[config.mk]
export PLATFORM = sky130hd
export DESIGN_NAME = cisc_prog_loader
export DESIGN_NICKNAME = d
export VERILOG_FILES = /design/src/rtl/cisc_prog_loader.sv
export SDC_FILE = /design/constraint.sdc
export NUM_CORES = 1
export LEC_CHECK = 0
export BUFFER_PORTS_ARGS = -buffer_cell sky130_fd_sc_hd__clkbuf_2
export CAP_MARGIN = 20
export CORE_MARGIN = 1
export CORE_UTILIZATION = 56
export DETAILED_ROUTE_END_ITERATION = 8
export PLACE_DENSITY = 0.8
export SLEW_MARGIN = 20
export SYNTH_ARGS = -nofsm -noshare
export SYNTH_HDL_FRONTEND = slang
export SYNTH_SLANG_ARGS = --single-unit
[constraint.sdc]
create_clock -name clk -period 2.9 [get_ports clk]
set_input_delay 0.58 -clock clk [delete_from_list [all_inputs] [get_ports clk]]
set_output_delay 0.58 -clock clk [all_outputs]
set_load 0.005 [all_outputs]
[src/rtl/cisc_prog_loader.sv]
// Streams a program into instruction memory, reads it back to verify
// the checksum, then releases the CISC core from reset.
module cisc_prog_loader #(
  parameter int DW = 16,
  parameter int AW = 5
) (
  input  logic          clk,
  input  logic          rst,
  input  logic          start,
  input  logic          s_valid,
  input  logic [DW-1:0] s_data,
  input  logic          s_last,
  output logic          s_ready,
  output logic          mem_we,
  output logic [AW-1:0] mem_addr,
  output logic [DW-1:0] mem_din,
  input  logic [DW-1:0] mem_dout,
  output logic          core_rst,
  output logic          done,
  output logic          err,
  output logic [DW-1:0] checksum
);

  localparam int CW = AW + 1;
  localparam logic [CW-1:0] LASTIDX = CW'((1 << AW) - 1);

  typedef enum logic [2:0] {
    IDLE, LOAD, VERIFY, RUN, ERROR
  } state_t;

  state_t state, nxt;

  logic [CW-1:0] count;
  logic [CW-1:0] vidx;
  logic [DW-1:0] rbsum;
  logic          rd_a;
  logic          rd_d;
  logic          acc;
  logic          vfin;

  assign s_ready = (state == LOAD);
  assign acc     = s_valid && s_ready;
  // rd_a: address on the bus, rd_d: its data on mem_dout
  assign vfin    = (vidx == count) && !rd_a && !rd_d;

  always_comb begin
    nxt = state;
    unique case (state)
      IDLE: if (start) nxt = LOAD;
      LOAD: begin
        if (acc) begin
          if (s_last)                nxt = VERIFY;
          else if (count == LASTIDX) nxt = ERROR;
        end
      end
      VERIFY: begin
        if (vfin)
          nxt = (rbsum == checksum) ? RUN : ERROR;
      end
      RUN:   if (start) nxt = LOAD;
      ERROR: if (start) nxt = LOAD;
      default: nxt = IDLE;
    endcase
  end

  always_ff @(posedge clk) begin
    if (rst) state <= IDLE;
    else     state <= nxt;
  end

  always_ff @(posedge clk) begin
    if (rst) begin
      count    <= '0;
      vidx     <= '0;
      checksum <= '0;
      rbsum    <= '0;
      rd_a     <= 1'b0;
      rd_d     <= 1'b0;
      mem_we   <= 1'b0;
      mem_addr <= '0;
      mem_din  <= '0;
      core_rst <= 1'b1;
      done     <= 1'b0;
      err      <= 1'b0;
    end else begin
      mem_we <= 1'b0;
      rd_a   <= 1'b0;
      rd_d   <= 1'b0;
      unique case (state)
        LOAD: begin
          if (acc) begin
            mem_we   <= 1'b1;
            mem_addr <= count[AW-1:0];
            mem_din  <= s_data;
            count    <= count + CW'(1);
            checksum <= checksum + s_data;
            if (nxt == ERROR) err <= 1'b1;
          end
        end
        VERIFY: begin
          if (vidx != count) begin
            mem_addr <= vidx[AW-1:0];
            vidx     <= vidx + CW'(1);
            rd_a     <= 1'b1;
          end
          rd_d <= rd_a;
          if (rd_d) rbsum <= rbsum + mem_dout;
          if (vfin) begin
            if (rbsum == checksum) begin
              done     <= 1'b1;
              core_rst <= 1'b0;
            end else begin
              err <= 1'b1;
            end
          end
        end
        default: begin
          if (start) begin
            count    <= '0;
            vidx     <= '0;
            checksum <= '0;
            rbsum    <= '0;
            core_rst <= 1'b1;
            done     <= 1'b0;
            err      <= 1'b0;
          end
        end
      endcase
    end
  end

endmodule

Yosys cells after proc, flatten, opt, wreduce, memory -nomap -nowiden
Cells that the tools add are included.
- register bits after elaboration: 74
- output and inout bits: 42
- $add $sub $neg: 4
- equality and inequality tests: 16
- bitwise gates (word level): 2
- reductions and logical operators: 20
- multiplexer cells: 35
- operator list (operator ; count):
    16-bit case mux with 2 select lines ; 2
    16-bit two-way mux ; 3
    16-bit adder ; 2
    6-bit case mux with 2 select lines ; 2
    3-bit two-way mux ; 6
    6-bit two-way mux ; 3
    16-bit == test ; 1
    6-bit by 1-bit adder with 6-bit output, second input constant ; 2
    1-bit two-way mux ; 12
    3-bit AND reduction ; 4
    5-bit two-way mux ; 2
    2-bit != test, second input constant ; 5
    5-bit case mux with 2 select lines ; 1
    3-bit case mux with 3 select lines ; 1
    3-bit by 2-bit == test with 1-bit output, second input constant ; 2
    3-bit == test, second input constant ; 2
    6-bit by 5-bit == test with 1-bit output, second input constant ; 1
    6-bit == test ; 1
    6-bit != test ; 1
    1-bit case mux with 2 select lines ; 3
    2-bit nonzero test ; 3
    5-bit AND reduction ; 1
    2-bit by 1-bit != test with 1-bit output, second input constant ; 2
    4-bit AND reduction ; 1
    other kinds (9) ; 14

Logic depth before layout (Yosys ltp)
- depth in word-level cells: 9
- gate-level depth with buffers: 9

Worst setup path before layout
OpenSTA, ideal clock, no wires.
- path type: input to register
- start point: in s_data[0]
- end point: reg checksum[12]
- required time: 2.783 ns
- arrival time: 2.374 ns
- stages on the path: 9
- path buffers: 0
- path slack: 0.409 ns
- cell sequence: ha_1 -> fa_1 -> a21o_1 -> a21oi_1 -> o21ai_1 -> nand2_1 -> o21ai_0 -> a211o_1 -> a32o_1
- longest elaborated chain between the ends: 3
- ends and longest elaborated chain (element ; line ; RTL):
    from (decl) ; 11 ; input logic [DW-1:0] s_data,
    16-bit adder ; 96 ; checksum <= checksum + s_data;
    16-bit two-way mux ; 91 ; if (acc) begin
    16-bit case mux with 2 select lines ; 89 ; unique case (state)
    to (signal assigned) ; 96 ;
    to (decl) ; 21 ; output logic [DW-1:0] checksum
Every way passes these cells. The select of a mux whose other input is x is not followed.
A chain may end at the register's enable or synchronous reset.

Worst setup path after layout
- start point: reg checksum[0]
- end point: reg checksum[12]
- longest elaborated chain between the ends: 3
- ends and longest elaborated chain (element ; line):
    16-bit adder ; 96
    16-bit two-way mux ; 91
    16-bit case mux with 2 select lines ; 89
Every way passes these cells. The select of a mux whose other input is x is not followed.

==> out/metrics.cfg <==
[placed_design]
io_buffer_count = 78
post_place_instance_area_sq_um = 4890
place_inst = 694
hpwlAfterDp_microns = 7910
preCtsSetupSlack_ns = 0.199
final_weighted_congestion_of_routability_driven_global_placement = 0.858

[synthesis]
yosysWarningCount = 0
ys_async_sr_fraction = 0
synth_seq_cells = 74
seq_area_frac_synth = 0.337
synth_cell_type_count = 62
syn_nets = 601
synthesized_area_per_cell_sq_um = 8.31
cell_area_after_technology_mapping_sq_um = 4400
syn_inst = 530
synth_edf_count = 0
synth_flop_cell = dfxtp_1

[critical_path]
cp_slowest_stage_delay_ns = 0.41
worstPathArrival_ns = 2.66
cp.required_ns = 3.15
timing.setup.critical_path_class = reg -> reg
critical_path_buf_inv_count = 0
crit_path_start_kind = flop
worstPathCellList = ha_1, fa_1, a21o_1, a21oi_1, o21ai_1, nand2_1, o21ai_0, a211o_1, a32o_1
r2r_cells = 9
path_depth = 9
critical_path.max_fanout = 4
path_delay_family = compound AO/OA/AOI/OAI gates
worst_setup_path_end_kind = flop
cp_slowest_cell = fa_1

[layout]
post_layout_instance_area_sq_um = 5100
final_net_count = 677
syn2layout_area_growth_pct = 16.0
antenna-diode-count = 0
layout_common_cells = 78 x clkbuf_2, 74 x dfxtp_1, 73 x nand2_1
layout_commonest_cell = clkbuf_2
post_layout_nonfiller_instances = 709
share_of_post_route_cells_with_drive_strength_above_1 = 0.192

[routing]
post_drt_via_cell_ratio = 5.77
detail_route.wl_per_cell_microns = 15.0
drc = 0
postRouteWirelength_microns = 10600
drt_first_iter_violations = 200
ant_nets = 0
drt_pass1_iterations = 5
num_vias = 4090

[clock_tree]
numClockSinks = 74
clock_latency_ns = 0.35
cts.clk_slew.worst_paths_ns = 0.08
post-cts-setup-buffers = 0
cts_max_path_buffers = 2
cts-hold-fix-buffers = 0
cts_buffers = 9
cts_max_level = 3
tritoncts_clock_tree = yes
number_of_gates_resized_after_cts = 0
ctsRootBufferMaster = clkbuf_8

[die]
die_area_sq_um = 8220
die-height_microns = 90.7
core.rowCount = 31
die_w_microns = 90.7
floorplan.initialDensity = 0.594
core_region_sq_um = 7410
design.portCount = 79

[timing]
final-hold-violation-count = 0
fin_setup_tns_ns = 0
worst_pin_slew_ns = 0.683
min_period_ns = 2.41
setup_violations = 0
rsz0062_at_grt = no
finalClockSkew_ns = 0.00981
clock.fmax_ghz = 0.414
maxSlewViolCount = 0
final.setup.worst_slack_ns = 0.486
maxSlewHeadroom = 0.543
final.period_utilization = 0.833

[hold_path]
worstHoldPathCells = 2
timing.hold.worst.class = reg -> reg

[global_routing]
grt.overflow.total = 0
grt_max_degree = 26
grtUsageTotal = 0.268
antenna_violations_before_repair = 0
wire_length_of_the_first_global_routing_pass_microns = 17800
vias_in_the_first_global_route = 3811

[power_and_ir_drop]
worst_ir_drop_vdd_uv = 499
p_leak_nw = 2.32
p_per_area_nw_per_um2 = 458

[outcome]
outcome = complete, no violations

[job]
max_cap_viol_count = 0

==> worst reg2reg max path: stages (launching register included) <==
cell and delay [ns]:
dfxtp_1 0.39, ha_1 0.26, fa_1 0.41, a21o_1 0.17, a21oi_1 0.19, o21ai_1 0.11
nand2_1 0.11, o21ai_0 0.11, a211o_1 0.31, a32o_1 0.25
==> worst paths after layout <==
check,endpoint,slack [ns],start
max,checksum[12],0.49,checksum[0]
min,err,0.45,err
max reg2reg,checksum[12],0.49,checksum[0]
min reg2reg,err,0.45,err
==> cell type report <==
type	count	area, sq um
Sequential cell	74	1480
Tap cell	99	124
Clock buffer	11	141
Timing Repair Buffer	86	450
Fill cell	630	2300
Clock inverter	4	76.3
Multi-Input combinational cell	426	2800
Inverter	9	33.8
==> cell usage after synthesis, drive strengths merged, types with 2 or more instances <==
library cell | count | area, sq um
a211o | 2 | 17.5
a211oi | 6 | 50.1
a21boi | 3 | 22.5
a21o | 11 | 82.6
a21oi | 49 | 260
a22o | 6 | 52.6
a22oi | 15 | 113
a31oi | 4 | 25.0
and2 | 3 | 18.8
and3 | 3 | 18.8
and3b | 2 | 17.5
buf | 8 | 40.0
clkbuf | 13 | 48.8
dfxtp | 74 | 1480
fa | 2 | 40.0
ha | 32 | 400
inv | 9 | 33.8
mux2i | 8 | 80.1
nand2 | 74 | 280
nand2b | 4 | 25.0
nand3 | 8 | 40.0
nand3b | 2 | 15.0
nand4 | 10 | 62.6
nor2 | 65 | 244
nor3 | 15 | 85.1
nor3b | 4 | 46.3
nor4 | 2 | 12.5
o211ai | 2 | 20.0
o21a | 4 | 30.0
o21ai | 14 | 70.1
o21bai | 4 | 30.0
o22ai | 3 | 32.5
or2 | 3 | 18.8
or3b | 2 | 17.5
xnor2 | 32 | 280
xor2 | 18 | 158
==> registers in the layout (all words and copies together), names as in the netlist <==
register,cells
rd_d,1
rd_a,1
count,6
core_rst,1
done,1
err,1
checksum,16
state,3
mem_we,1
rbsum,16
mem_addr,5
mem_din,16
vidx,6
==> logic make-up (layout without fill, tap and decap cells) <==
logic type | count (synthesis) | in the layout | share of synthesized area
XOR/XNOR | 50 | 50 | 0.0995
buffers and inverters | 30 | 110 | 0.0279
flip-flops | 74 | 74 | 0.337
multiplexers | 9 | 9 | 0.0208
AO/OA/AOI/OAI | 132 | 132 | 0.203
adder cells (fa/ha/maj) | 34 | 34 | 0.100
AND/OR/NAND/NOR | 201 | 201 | 0.212
==> power breakdown <==
| group | internal [mW] | switching (mW) |
|---|---|---|
| clock | 0.505 | 0.385 |
| combinational | 0.157 | 0.219 |
| sequential | 1.04 | 0.0298 |
| total | 1.70 | 0.633 |
==> routing by layer <==
layer / up-vias / share of wire / wire [microns] / global-route usage
li1: 2035 / - / - / -
met1: 1904 / 0.42 / 4510 / 0.329
met2: 125 / 0.50 / 5280 / 0.457
met3: 26 / 0.057 / 607 / 0.0673
met4: 0 / 0.020 / 212 / 0.0860
met5: - / 0 / 0 / 0
==> per-stage QoR <==
| stage | power, mW | utilization | hold slack (ns) |
|---|---|---|---|
| after detailed placement | 1.46 | 0.660 | 0.439 |
| after CTS | 2.34 | 0.689 | 0.450 |
| final | 2.34 | 0.689 | 0.448 |
| after global routing | 2.44 | 0.689 | 0.457 |
| after floorplan | 1.34 | - | 0.442 |
| after global placement | 1.45 | 0.660 | 0.433 |
Power figures use the tool's default switching activity.
